`config.mk`:
```
export PLATFORM = sky130hd
export DESIGN_NAME = rce_codeword_receiver_flat
export DESIGN_NICKNAME = d
export VERILOG_FILES = /design/src/rtl/rce_codeword_receiver_if.sv /design/src/rtl/rce_codeword_receiver.sv /design/src/flat_wrapper.sv
export SDC_FILE = /design/constraint.sdc
export NUM_CORES = 1
export LEC_CHECK = 0
export ABC_AREA = 1
export CAP_MARGIN = 20
export CORE_AREA = 2 2 219 264
export CTS_CLUSTER_DIAMETER = 200
export DETAILED_ROUTE_END_ITERATION = 10
export DIE_AREA = 0 0 221 266
export GPL_TIMING_DRIVEN = 0
export PLACE_DENSITY = 0.72
export SETUP_SLACK_MARGIN = 0.05
export SYNTH_ARGS = -nofsm -noshare
export SYNTH_HDL_FRONTEND = slang
export SYNTH_SLANG_ARGS = --single-unit
```
`constraint.sdc`:
```
create_clock -name clk -period 23.4 [get_ports clk]
set_clock_uncertainty 0.05 [all_clocks]
set_input_delay 4.68 -clock clk [delete_from_list [all_inputs] [get_ports clk]]
set_output_delay 4.68 -clock clk [all_outputs]
set_load 0.005 [all_outputs]
```
`src/rtl/rce_codeword_receiver_if.sv`:
```
// Link-side bundle for the RCE codeword receiver.
// Optional macro RX_PARITY_CHECK_EN adds exp_par / par_err / err_cnt.
//
// Handshake: msg_word is transferred on a rising clk edge where
// msg_valid && msg_ready. msg_valid never depends on msg_ready, and while
// msg_valid is high msg_word holds the FIFO head until it is accepted.
// y/bit_en/sof are a qualified bit stream with no back-pressure.
interface rce_codeword_receiver_if #(
    parameter int W   = 32,
    parameter int K_N = 256
);
    logic           y;
    logic           bit_en;
    logic           sof;
    logic [W-1:0]   msg_word;
    logic           msg_valid;
    logic           msg_ready;
    logic [K_N-1:0] par_out;
    logic           par_valid;
    logic           busy;
    logic           overflow;
    logic           abort;
`ifdef RX_PARITY_CHECK_EN
    logic [K_N-1:0] exp_par;
    logic           par_err;
    logic [15:0]    err_cnt;

    modport master (
        output y, bit_en, sof, msg_ready, exp_par,
        input  msg_word, msg_valid, par_out, par_valid, busy, overflow, abort,
               par_err, err_cnt
    );
    modport slave (
        input  y, bit_en, sof, msg_ready, exp_par,
        output msg_word, msg_valid, par_out, par_valid, busy, overflow, abort,
               par_err, err_cnt
    );
`else
    modport master (
        output y, bit_en, sof, msg_ready,
        input  msg_word, msg_valid, par_out, par_valid, busy, overflow, abort
    );
    modport slave (
        input  y, bit_en, sof, msg_ready,
        output msg_word, msg_valid, par_out, par_valid, busy, overflow, abort
    );
`endif
endinterface

```
`src/rtl/rce_codeword_receiver.sv`:
```
// Serial codeword receiver: deframes K message bits + K_N parity bits (MSB
// first), packs message bits into W-bit words through a small FIFO and
// presents parity once per frame.
// Optional macro RX_PARITY_CHECK_EN: compares parity against exp_par and
// keeps a saturating error count.
module rce_codeword_receiver #(
    parameter int K          = 1024,
    parameter int K_N        = 256,
    parameter int W          = 32,
    parameter int FIFO_DEPTH = 4
) (
    input  logic                   clk,
    input  logic                   rst,
    rce_codeword_receiver_if.slave bus,
    output logic [1:0]             state_dbg
);
    localparam int MCW = $clog2(K + 1);
    localparam int WCW = $clog2(W + 1);
    localparam int PCW = $clog2(K_N + 1);
    localparam int AW  = $clog2(FIFO_DEPTH);

    typedef enum logic [1:0] {
        ST_IDLE = 2'd0,
        ST_MSG  = 2'd1,
        ST_PAR  = 2'd2
    } state_t;

    state_t         state, state_nxt;
    logic [MCW-1:0] msg_cnt;
    logic [WCW-1:0] wrd_cnt;
    logic [PCW-1:0] par_cnt;
    logic [W-1:0]   word_sr;
    logic [K_N-1:0] par_sr;
    logic [K_N-1:0] par_out_r;
    logic           par_valid_r;
    logic           abort_r;
    logic           overflow_r;

    logic           sof_hit;
    logic [MCW-1:0] msg_idx;
    logic [WCW-1:0] wrd_idx;
    logic [W-1:0]   word_base;
    logic [W-1:0]   word_shift;
    logic [K_N-1:0] par_shift;
    logic           msg_last;
    logic           word_done;
    logic           par_last;
    logic           msg_take;
    logic           par_take;
    logic           par_done;
    logic           abort_set;

    logic [W-1:0]   mem [FIFO_DEPTH];
    logic [AW-1:0]  wr_ptr;
    logic [AW-1:0]  rd_ptr;
    logic [AW:0]    fifo_cnt;
    logic           fifo_full;
    logic           fifo_empty;
    logic           fifo_wr;
    logic           fifo_rd;
    logic           fifo_wr_ok;

    // A qualified sof restarts the frame: counters and the partial word are
    // treated as zero for the bit that arrives with it.
    assign sof_hit    = bus.bit_en && bus.sof;
    assign msg_idx    = sof_hit ? '0 : msg_cnt;
    assign wrd_idx    = sof_hit ? '0 : wrd_cnt;
    assign word_base  = sof_hit ? '0 : word_sr;
    assign word_shift = (word_base << 1) | W'(bus.y);
    assign par_shift  = (par_sr << 1) | K_N'(bus.y);
    assign msg_last   = (msg_idx == MCW'(K - 1));
    assign word_done  = (wrd_idx == WCW'(W - 1));
    assign par_last   = (par_cnt == PCW'(K_N - 1));

    // State register.
    always_ff @(posedge clk or posedge rst) begin
        if (rst) begin
            state <= ST_IDLE;
        end else begin
            state <= state_nxt;
        end
    end

    // Next state and per-bit control strobes.
    always_comb begin
        state_nxt = state;
        msg_take  = 1'b0;
        par_take  = 1'b0;
        par_done  = 1'b0;
        abort_set = 1'b0;
        if (sof_hit) begin
            msg_take  = 1'b1;
            abort_set = (state != ST_IDLE);
            state_nxt = ST_MSG;
        end else if (bus.bit_en) begin
            case (state)
                ST_MSG:  msg_take = 1'b1;
                ST_PAR:  par_take = 1'b1;
                default: ;
            endcase
        end
        if (msg_take && msg_last) begin
            state_nxt = ST_PAR;
        end
        if (par_take && par_last) begin
            par_done  = 1'b1;
            state_nxt = ST_IDLE;
        end
    end

    // Shift registers, bit counters and per-frame parity output.
    always_ff @(posedge clk or posedge rst) begin
        if (rst) begin
            msg_cnt     <= '0;
            wrd_cnt     <= '0;
            par_cnt     <= '0;
            word_sr     <= '0;
            par_sr      <= '0;
            par_out_r   <= '0;
            par_valid_r <= 1'b0;
            abort_r     <= 1'b0;
        end else begin
            if (msg_take) begin
                word_sr <= word_shift;
                msg_cnt <= msg_last ? '0 : msg_idx + MCW'(1);
                wrd_cnt <= word_done ? '0 : wrd_idx + WCW'(1);
            end
            if (sof_hit) begin
                par_sr  <= '0;
                par_cnt <= '0;
            end else if (par_take) begin
                par_sr  <= par_shift;
                par_cnt <= par_last ? '0 : par_cnt + PCW'(1);
            end
            if (par_done) begin
                par_out_r <= par_shift;
            end
            par_valid_r <= par_done;
            abort_r     <= abort_set;
        end
    end

    assign fifo_wr    = msg_take && word_done;
    assign fifo_empty = (fifo_cnt == '0);
    assign fifo_full  = (fifo_cnt == (AW + 1)'(FIFO_DEPTH));
    assign fifo_rd    = !fifo_empty && bus.msg_ready;
    // A full FIFO still accepts a word when the head leaves in the same edge.
    assign fifo_wr_ok = fifo_wr && (!fifo_full || fifo_rd);

    // Message-word FIFO; a word arriving while full is dropped and flagged.
    always_ff @(posedge clk or posedge rst) begin
        if (rst) begin
            for (int i = 0; i < FIFO_DEPTH; i++) begin
                mem[i] <= '0;
            end
            wr_ptr     <= '0;
            rd_ptr     <= '0;
            fifo_cnt   <= '0;
            overflow_r <= 1'b0;
        end else begin
            if (fifo_wr_ok) begin
                mem[wr_ptr] <= word_shift;
                wr_ptr      <= wr_ptr + AW'(1);
            end
            if (fifo_rd) begin
                rd_ptr <= rd_ptr + AW'(1);
            end
            case ({fifo_wr_ok, fifo_rd})
                2'b10:   fifo_cnt <= fifo_cnt + (AW + 1)'(1);
                2'b01:   fifo_cnt <= fifo_cnt - (AW + 1)'(1);
                default: ;
            endcase
            if (fifo_wr && !fifo_wr_ok) begin
                overflow_r <= 1'b1;
            end
        end
    end

    assign bus.msg_word  = mem[rd_ptr];
    assign bus.msg_valid = !fifo_empty;
    assign bus.par_out   = par_out_r;
    assign bus.par_valid = par_valid_r;
    assign bus.busy      = (state != ST_IDLE);
    assign bus.overflow  = overflow_r;
    assign bus.abort     = abort_r;
    assign state_dbg     = state;

`ifdef RX_PARITY_CHECK_EN
    logic        par_err_r;
    logic [15:0] err_cnt_r;
    logic        par_mismatch;

    assign par_mismatch = par_done && (par_shift != bus.exp_par);

    // Parity compare pulse alongside par_valid, plus saturating error count.
    always_ff @(posedge clk or posedge rst) begin
        if (rst) begin
            par_err_r <= 1'b0;
            err_cnt_r <= '0;
        end else begin
            par_err_r <= par_mismatch;
            if (par_mismatch && (err_cnt_r != 16'hFFFF)) begin
                err_cnt_r <= err_cnt_r + 16'd1;
            end
        end
    end

    assign bus.par_err = par_err_r;
    assign bus.err_cnt = err_cnt_r;
`endif
endmodule

```
`src/flat_wrapper.sv`:
```
// flat-port wrapper written by rule: the top's interface ports become plain ports
module rce_codeword_receiver_flat 
#(
    parameter int K          = 1024,
    parameter int K_N        = 256,
    parameter int W          = 32,
    parameter int FIFO_DEPTH = 4
)
  (clk, rst, state_dbg, bus_y, bus_bit_en, bus_sof, bus_msg_ready, bus_msg_word, bus_msg_valid, bus_par_out, bus_par_valid, bus_busy, bus_overflow, bus_abort);
  rce_codeword_receiver_if #(.W(W), .K_N(K_N)) bus_i ();
  input  logic clk;
  input  logic rst;
  output logic [1:0] state_dbg;
  input wire logic [$bits(bus_i.y)-1:0] bus_y;
  input wire logic [$bits(bus_i.bit_en)-1:0] bus_bit_en;
  input wire logic [$bits(bus_i.sof)-1:0] bus_sof;
  input wire logic [$bits(bus_i.msg_ready)-1:0] bus_msg_ready;
  output wire logic [$bits(bus_i.msg_word)-1:0] bus_msg_word;
  output wire logic [$bits(bus_i.msg_valid)-1:0] bus_msg_valid;
  output wire logic [$bits(bus_i.par_out)-1:0] bus_par_out;
  output wire logic [$bits(bus_i.par_valid)-1:0] bus_par_valid;
  output wire logic [$bits(bus_i.busy)-1:0] bus_busy;
  output wire logic [$bits(bus_i.overflow)-1:0] bus_overflow;
  output wire logic [$bits(bus_i.abort)-1:0] bus_abort;
  assign bus_i.y = bus_y;
  assign bus_i.bit_en = bus_bit_en;
  assign bus_i.sof = bus_sof;
  assign bus_i.msg_ready = bus_msg_ready;
  assign bus_msg_word = bus_i.msg_word;
  assign bus_msg_valid = bus_i.msg_valid;
  assign bus_par_out = bus_i.par_out;
  assign bus_par_valid = bus_i.par_valid;
  assign bus_busy = bus_i.busy;
  assign bus_overflow = bus_i.overflow;
  assign bus_abort = bus_i.abort;
  rce_codeword_receiver #(.K(K), .K_N(K_N), .W(W), .FIFO_DEPTH(FIFO_DEPTH)) u_core (.clk(clk), .rst(rst), .bus(bus_i), .state_dbg(state_dbg));
endmodule
```
Word level (Yosys, flattened, before mapping):

Cells that the tools add are included.

* bitwise logic cells: 4
* muxes and demuxes: 28
* reductions and logical operators: 17
* $add $sub $neg: 7
* order comparisons: 3
* equality and inequality tests: 8

Operator list (count)
* 255-bit two-way mux: 2
* 256-bit by 1-bit bitwise OR with 256-bit output: 1
* 128-bit bitwise mux: 1
* 32-bit two-way mux: 3
* 32-bit binary-select mux with 2-bit select: 1
* 32-bit demux with 2-bit select: 1
* 32-bit by 1-bit bitwise OR with 32-bit output: 1
* 31-bit two-way mux: 1
* 9-bit two-way mux: 3
* 11-bit two-way mux: 2
* 6-bit two-way mux: 2
* 11-bit by 1-bit adder with 11-bit output (second input constant): 1
* 11-bit by 10-bit equality test with 1-bit output (second input constant): 1
* 9-bit by 1-bit adder with 9-bit output (second input constant): 1
* 9-bit by 8-bit equality test with 1-bit output (second input constant): 1
* 1-bit logical AND: 8
* 1-bit two-way mux: 8
* 6-bit by 1-bit adder with 6-bit output (second input constant): 1
* 6-bit by 5-bit equality test with 1-bit output (second input constant): 1
* 3-bit >= comparator (second input constant): 2
* 2-bit two-way mux: 3
* 2-bit NOT with 3-bit output: 2
* 3-bit one-hot mux with 2 select lines: 1
* 2-bit nonzero test: 3
* 11 further kinds: 16

* output and inout bits: 295
* input port bits: 6
* word-level logic and storage cells: 84
* flip-flop bits (word level): 708

Depth between registers and ports, before layout:

* depth after elaboration: 8
* depth in mapped cells: 18
* gate-level depth less buffers: 16

Worst setup path after synthesis:

Ideal clock, no wire load.

* kind: input-to-reg
* start point: input bus_sof
* end point: register u_core.fifo_cnt[2]
* setup time: 0.062 ns
* data arrival time: 6.591 ns
* stages: 18
* data required time: 23.288 ns
* setup slack: 16.696 ns
* cell sequence: nand2_4 > inv_1 > buf_2 > buf_2 > nor2_1 > ha_1 > nand2_1 > inv_1 > nand3_1 > nor2_2 > nand2_4 > nand2_1 > fa_1 > inv_1 > nand4_1 > nand3_1 > nand2_1 > inv_1

* word-level cells in the longest chain between the ends: 7
* elaborated cells between the ends (all ways): 10
* classes of those cells: eq/ne: 3; mux: 3; reduce/logical: 4

Ends and longest elaborated chain
* start, declared: RTL line flat_wrapper.sv:16 `input wire logic [$bits(bus_i.sof)-1:0] bus_sof;`
* 1-bit logical AND *: RTL line rce_codeword_receiver.sv:65 `assign sof_hit = bus.bit_en && bus.sof;`
* 6-bit two-way mux: RTL line rce_codeword_receiver.sv:67 `assign wrd_idx = sof_hit ? '0 : wrd_cnt;`
* 6-bit by 5-bit equality test with 1-bit output: RTL line rce_codeword_receiver.sv:72 `assign word_done = (wrd_idx == WCW'(W - 1));`
* 1-bit logical AND *: RTL line rce_codeword_receiver.sv:143 `assign fifo_wr = msg_take && word_done;`
* 1-bit logical AND *: RTL line rce_codeword_receiver.sv:148 `assign fifo_wr_ok = fifo_wr && (!fifo_full || fifo_rd);`
* 2-bit by 1-bit equality test with 1-bit output or 2-bit equality test (tied branches): RTL line rce_codeword_receiver.sv:168 `case ({fifo_wr_ok, fifo_rd})`
* 3-bit one-hot mux with 2 select lines or 2-bit nonzero test (tied branches)
* end signal, assigned: RTL line rce_codeword_receiver.sv:169 `2'b10: fifo_cnt <= fifo_cnt + (AW + 1)'(1);`
* end signal, assigned: RTL line rce_codeword_receiver.sv:170 `2'b01: fifo_cnt <= fifo_cnt - (AW + 1)'(1);`
* end, declared: RTL line rce_codeword_receiver.sv:56 `logic [AW:0] fifo_cnt;`

Every way passes the cells marked *; elsewhere a longest branch is shown, timed or not.
A chain may end at the register's enable or synchronous reset.

Final worst setup path:

* start point: register u_core.rd_ptr[0]
* end point: output bus_msg_word[3]

* word-level cells in the longest chain between the ends: 4

Ends and longest elaborated chain
* start, declared: RTL line rce_codeword_receiver.sv:55 `logic [AW-1:0] rd_ptr;`
* start signal, assigned: RTL line rce_codeword_receiver.sv:166 `rd_ptr <= rd_ptr + AW'(1);`
* 2-bit NOT with 3-bit output (not written as such): RTL line rce_codeword_receiver.sv:179 `assign bus.msg_word = mem[rd_ptr];`
* 32-bit binary-select mux with 2-bit select: RTL line rce_codeword_receiver.sv:179
* 32-bit two-way mux (not written as such) (2 in series): RTL line rce_codeword_receiver.sv:179
* end, declared: RTL line flat_wrapper.sv:18 `output wire logic [$bits(bus_i.msg_word)-1:0] bus_msg_word;`

Every way passes these cells. The select of a mux whose other input is x is not followed.

==> out/metrics.cfg <==
[logic_synthesis]
syn-num-nets=2990
yosysUniqueCellTypes=30
yosysSeqAreaShare_pct=62.2
ys_warn_count=0
syn_area_um2=28500
synth_area_per_cell_um2=9.56
synthCells=2976
synth_seq_cells=708

[timing]
final_hold_viol_count=0
fin_crit_sh_pct=34.3
fin_ws_ns=15.38
fin_tns_setup_ns=0
drv_slew=0
slew_headroom_pct=37.8
finalCriticalPeriod_ns=8.02
rsz0062_at_grt=no
clock.fmax_mhz=125
setup_violations=0
tightest_slew_ns=0.932

[global_route]
grt_pass1_wl_um=117000
antenna_found_initial=0
grt_max_degree=47
grt_pass1_vias=22700
gr-total-overflow=0
grt_usage_pct=24.7

[power_and_ir_drop]
p_per_area_nw_per_um2=77.7
p_clk_share_pct=42.7
swShare_pct=24.8
p_sw_w=0.000678
peakVddDrop_uv=78.4
power_frac_comb_pct=11.9
intPower_w=0.00206
seqPwrFrac_pct=45.5
p_leak_nw=16.7

[layout]
num-nets-final=3383
fin_util_pct=62.3
antenna_cells=0
layout-drive-gt1-share_pct=7.86
area_growth_pct=23.8

[worst_setup_path]
start_kind=flop
r2r-end=u_core.bus.par_out[146]
reg2regPathDepth=8
reg2reg_slack_ns=20.62
crit_required_ns=18.67
cp.arrival_ns=3.29
path_max_fanout=10
end_kind=primary output
critPathLaunch=u_core.rd_ptr[0]
reg2reg_from=u_core.par_cnt[0]
criticalPathCategory=flop to primary output

[cts]
clk_latency_ns=0.60
cts_tree=yes
ctsHoldBuffers=0
numCtsBuffers=70
htree_levels=3
cts.clk_slew.worst_paths_ns=0.06
clock-root-buffer=clkbuf_16
clockBufferDepth=3
postCtsSetupRepairBufs=0
clock-sinks=708
ctsResizeCount=0

[placed_design]
gp_congestion=0.815
port_buffers=300
dp_hpwl_um=51000
pre_cts_ws_ns=15.50

[detailed_routing]
ant_nets=0
drtPass1Iterations=7
drt-vias-per-instance=5.32
drc=0
wire_per_inst_um=17.4
drtIter0Drc=1590
wirelength_um=72400
num_vias=22100

[floorplan]
fp.dieArea_um2=58800
die_w_um=221
pin_count=301
initial_core_util_pct=50.3
rows=96
coreArea_um2=56600
die_h_um=266

[min_path]
whs_endpoint=u_core.bus.par_out[121]
hold_start=u_core.par_sr[120]
hold_path.class=flop to flop
whs_path_depth=2

[status]
status=completed

[job]
drv_cap=0

[registers in the layout, summed over array words and instances, names as in the netlist, 3 cells and up]
name	count
u_core.bus.par_out	256
u_core.word_sr	31
u_core.fifo_cnt	3
u_core.par_cnt	9
u_core.par_sr	255
u_core.msg_cnt	11
u_core.wrd_cnt	6
u_core.mem	128
[layer usage]
layer	wire length (um)	track usage, %
met5	0	0
met3	4140	5.23
met2	36000	42.5
met1	29600	30.2
met4	2700	10.7
[power by group through the flow]
stage	combinational, W	sequential (W)	clock (W)
finish	0.000325	0.00124	0.00117
CTS	0.000327	0.00124	0.00119
global placement	0.000310	0.00127	0
floorplan	0.000166	0.00127	0
global route	0.000354	0.00124	0.00124
detailed placement	0.000324	0.00127	0
[cell type report]
| cell class | count | area [um2] |
|---|---|---|
| Sequential cell | 708 | 17700 |
| Inverter | 356 | 1340 |
| Clock inverter | 24 | 277 |
| Multi-Input combinational cell | 1715 | 8200 |
| Buffer | 197 | 1210 |
| Timing Repair Buffer | 321 | 3410 |
| Clock buffer | 103 | 2150 |
| Tap cell | 735 | 920 |
| Fill cell | 4649 | 21300 |
[kinds of logic (layout without fill, tap and decap cells)]
logic type / count (synthesis) / count (layout) / synth area share [%]
and+or+nand+nor: 894 / 894 / 12.3
adders and majority gates: 8 / 8 / 0.378
DFF: 708 / 708 / 62.2
xor gates and xnor gates: 15 / 15 / 0.462
buffers and inverters: 553 / 1001 / 8.94
AOI/OAI and AO/OA: 798 / 798 / 15.6
[critical path, cell delays in order (launching register included)]
cell and delay [ns]:
dfrtp_1 0.39, clkbuf_1 0.23, inv_1 0.12, clkbuf_1 0.37
clkbuf_1 0.47, o21ai_0 0.15, o22ai_1 0.37, clkdlybuf4s50_1 0.59
[worst max path at each step]
stage	to	slack, ns	depth (start not counted)
after floorplan	u_core.bus.abort	8.98	1
after global placement	u_core.bus.par_out[71]	5.39	2
after detailed placement	u_core.fifo_cnt[2]	15.50	19
after CTS	bus_msg_word[1]	15.42	7
after global routing	bus_msg_word[4]	15.26	7
final	bus_msg_word[3]	15.38	7
[cells in the mapped netlist]
library cell | instances | area [um2]
a21oi_1 | 6 | 30.0
buf_1 | 11 | 41.3
buf_2 | 20 | 100
buf_4 | 26 | 195
buf_6 | 46 | 518
clkbuf_1 | 94 | 353
clkinv_1 | 1 | 3.75
dfrtp_1 | 708 | 17700
fa_1 | 1 | 20.0
ha_1 | 7 | 87.6
inv_1 | 353 | 1330
inv_2 | 2 | 7.51
nand2_1 | 728 | 2730
nand2_2 | 2 | 12.5
nand2_4 | 7 | 78.8
nand3_1 | 20 | 100
nand4_1 | 10 | 62.6
nor2_1 | 119 | 447
nor2_2 | 2 | 12.5
nor2_4 | 1 | 11.3
nor2_8 | 2 | 40.0
nor3_1 | 3 | 15.0
o21ai_0 | 367 | 1840
o21ai_1 | 109 | 546
o21ai_2 | 23 | 201
o21bai_1 | 1 | 7.51
o22ai_1 | 291 | 1820
o31ai_1 | 1 | 7.51
xnor2_1 | 4 | 35.0
xor2_1 | 11 | 96.3
[placed cells by master (no fill, tap or decap), types with 3 or more instances in the layout]
| master | n |
|---|---|
| clkdlybuf4s50_1 | 300 |
| nand2_4 | 7 |
| nand2_1 | 728 |
| o21ai_0 | 367 |
| xor2_1 | 11 |
| bufinv_16 | 5 |
| dfrtp_1 | 708 |
| xnor2_1 | 4 |
| clkbuf_16 | 75 |
| o21ai_2 | 23 |
| o22ai_1 | 291 |
| buf_4 | 26 |
| o21ai_1 | 109 |
| ha_1 | 7 |
| nand4_1 | 10 |
| clkbuf_1 | 105 |
| clkinvlp_4 | 3 |
| a21oi_1 | 6 |
| buf_12 | 19 |
| buf_1 | 11 |
| inv_1 | 352 |
| nor2_1 | 119 |
| buf_6 | 46 |
| nor3_1 | 3 |
| clkbuf_8 | 17 |
| clkinv_2 | 14 |
| buf_2 | 20 |
| nand3_1 | 20 |
[through the flow]
stage | hold WS [ns] | instances | total power [W] | cell area [um2]
2_1_floorplan | 0.399 | 2976 | 0.00143 | 28500
3_3_place_gp | 0.407 | 4011 | 0.00158 | 32400
3_5_place_dp | 0.410 | 4032 | 0.00159 | 32800
4_1_cts | 0.415 | 4159 | 0.00276 | 35200
5_1_grt | 0.443 | 4159 | 0.00284 | 35200
6_report | 0.408 | 4159 | 0.00274 | 35200
Note: power is estimated with default switching activity, not from simulation.
==> variant, RTL diff (same settings) <==
One comparison of `par_cnt` changes from == to >=.
--- a/src/rtl/rce_codeword_receiver.sv
+++ b/src/rtl/rce_codeword_receiver.sv
@@ -72,3 +72,3 @@
     assign word_done  = (wrd_idx == WCW'(W - 1));
-    assign par_last   = (par_cnt == PCW'(K_N - 1));
+    assign par_last   = (par_cnt >= PCW'(K_N - 1));
 
Function: no difference found for any inputs over 10 cycles, from zero or initial values and one cycle with rst high; that may be too few to reach the edited logic, so the function may still have changed.
==> variant against the original RTL <==
- final area fell by 3.2%
- sequential share of layout area grew 1.7 points
- first-iteration DRC count up 7.7%
- worst setup slack better by 120 ps
- non-clock buffer count fell by 29
- via count decreased by 5.7%
- sequential cell count is the same
- count of clock-buffer cells in the layout down 8
- total power down 0.56%
- synthesized area is 3.6% lower
- sequential power about the same
- routed wire length down 5.5%
- critical path type unchanged
==> variant: results (changes against the original RTL) <==
- WL met1: 28.1 mm (was 29.6 mm)
- Filler Cells Inserted: 4646 (was 4649)
- Tmin final: 7910 ps (was 8020 ps)
- Post-Synth XOR/XNOR Area: 0.00351 (was 0.00462)
- Final net count: 3213 (was 3383)
- Number of clock buffers in the layout: 95 (was 103)
- Vias in the first global route: 21300 (was 22700)
- Met3 WL: 4.77 mm (was 4.14 mm)
- Leak: 0.0155 uW (was 0.0167 uW)
- Met1 usage: 0.293 (was 0.302)
- Gpl congestion: 0.854 (was 0.815)
- DR iter-0 viols: 1713 (was 1590)
- Synth top cells by count: nand2_1, dfrtp_1, inv_1 (was nand2_1, dfrtp_1, o21ai_0)
- Fraction of area in multi-input gates: 0.221 (was 0.233)
- GR Layer Usage met2: 0.392 (was 0.425)
- Pre-antenna DRT Iters: 5 (was 7)
- Placed insts: 3860 (was 4032)
- R2R Setup Slk: 20770 ps (was 20620 ps)
- Layout Cells excl Fill: 3983 (was 4159)
- Number of non-clock buffers: 489 (was 518)
- Total global-route track usage: 0.234 (was 0.247)
- Hold_ws: 415 ps (was 408 ps)
- Mux contribution to synthesized area: 0 (unchanged)
- Vias per inst: 5.23 (was 5.32)
- Drt total wl: 68.4 mm (was 72.4 mm)
- Final Power: 2720 uW (was 2740 uW)
- Arrival @ worst endpoint: 3180 ps (was 3290 ps)
- Area delta synth->final: 24.2% (was 23.8%)
- Worst slack at placement: 15100 ps (was 15500 ps)
- Register share of the cell area: 0.520 (was 0.503)
- Max rail drop VDD: 0.0732 mV (was 0.0784 mV)
- Htree depth: 3 (unchanged)
- Multi-input comb cells: 1593 (was 1715)
- Effective utilization at floorplan: 0.485 (was 0.503)
- Synth cell types: 34 (was 30)
- Clock buf/inv share: 0.0693 (was 0.0689)
- Mean Syn Cell Area: 9.78 sq um (was 9.56 sq um)
- Top area cells in the synthesized netlist: dfrtp_1, nand2_1, o22ai_1, inv_1, o21ai_0 (was dfrtp_1, nand2_1, o21ai_0, o22ai_1, inv_1)
- Outcome: complete, no violations (unchanged)
- Least-Margin Pin Slew: 631 ps (was 932 ps)
- Syn_nets: 2823 (was 2990)
- First-pass GRT wire length: 111 mm (was 117 mm)
- P_sw: 682 uW (was 678 uW)
- Synth Area in Adders: 0.00483 (was 0.00378)
- HPWL after DPL: 47.4 mm (was 51.0 mm)
variant: cell count changes in the layout (fill, tap and decap cells not counted), moves of 6 or more:
cell	delta
o21ai_0	-137
clkbuf_1	-33
nand4_1	-7
o21ai_2	-23
nand3_2	+6
o21ai_1	+29
buf_2	+52
buf_6	-19
buf_4	-25
inv_1	-21
nand2_4	-7
clkinv_2	-6
variant: worst paths after layout:
path,startpoint,to,cells after the start
setup / recovery,u_core.rd_ptr[0],bus_msg_word[3],7
hold / removal,u_core.mem[75],u_core.mem[75],2
setup reg to reg,u_core.par_cnt[0],u_core.bus.par_out[1],11
hold reg to reg,u_core.mem[75],u_core.mem[75],2
max in group asynchronous,rst,u_core.bus.par_out[75],7
min in group asynchronous,rst,u_core.bus.par_out[196],2
variant: critical path, stage by stage (launching register included):
cell and delay [ps]:
dfrtp_1 390, clkbuf_1 240, inv_1 120, clkbuf_1 350, clkbuf_1 450, o21ai_0 160
o22ai_1 280, clkdlybuf4s50_1 580
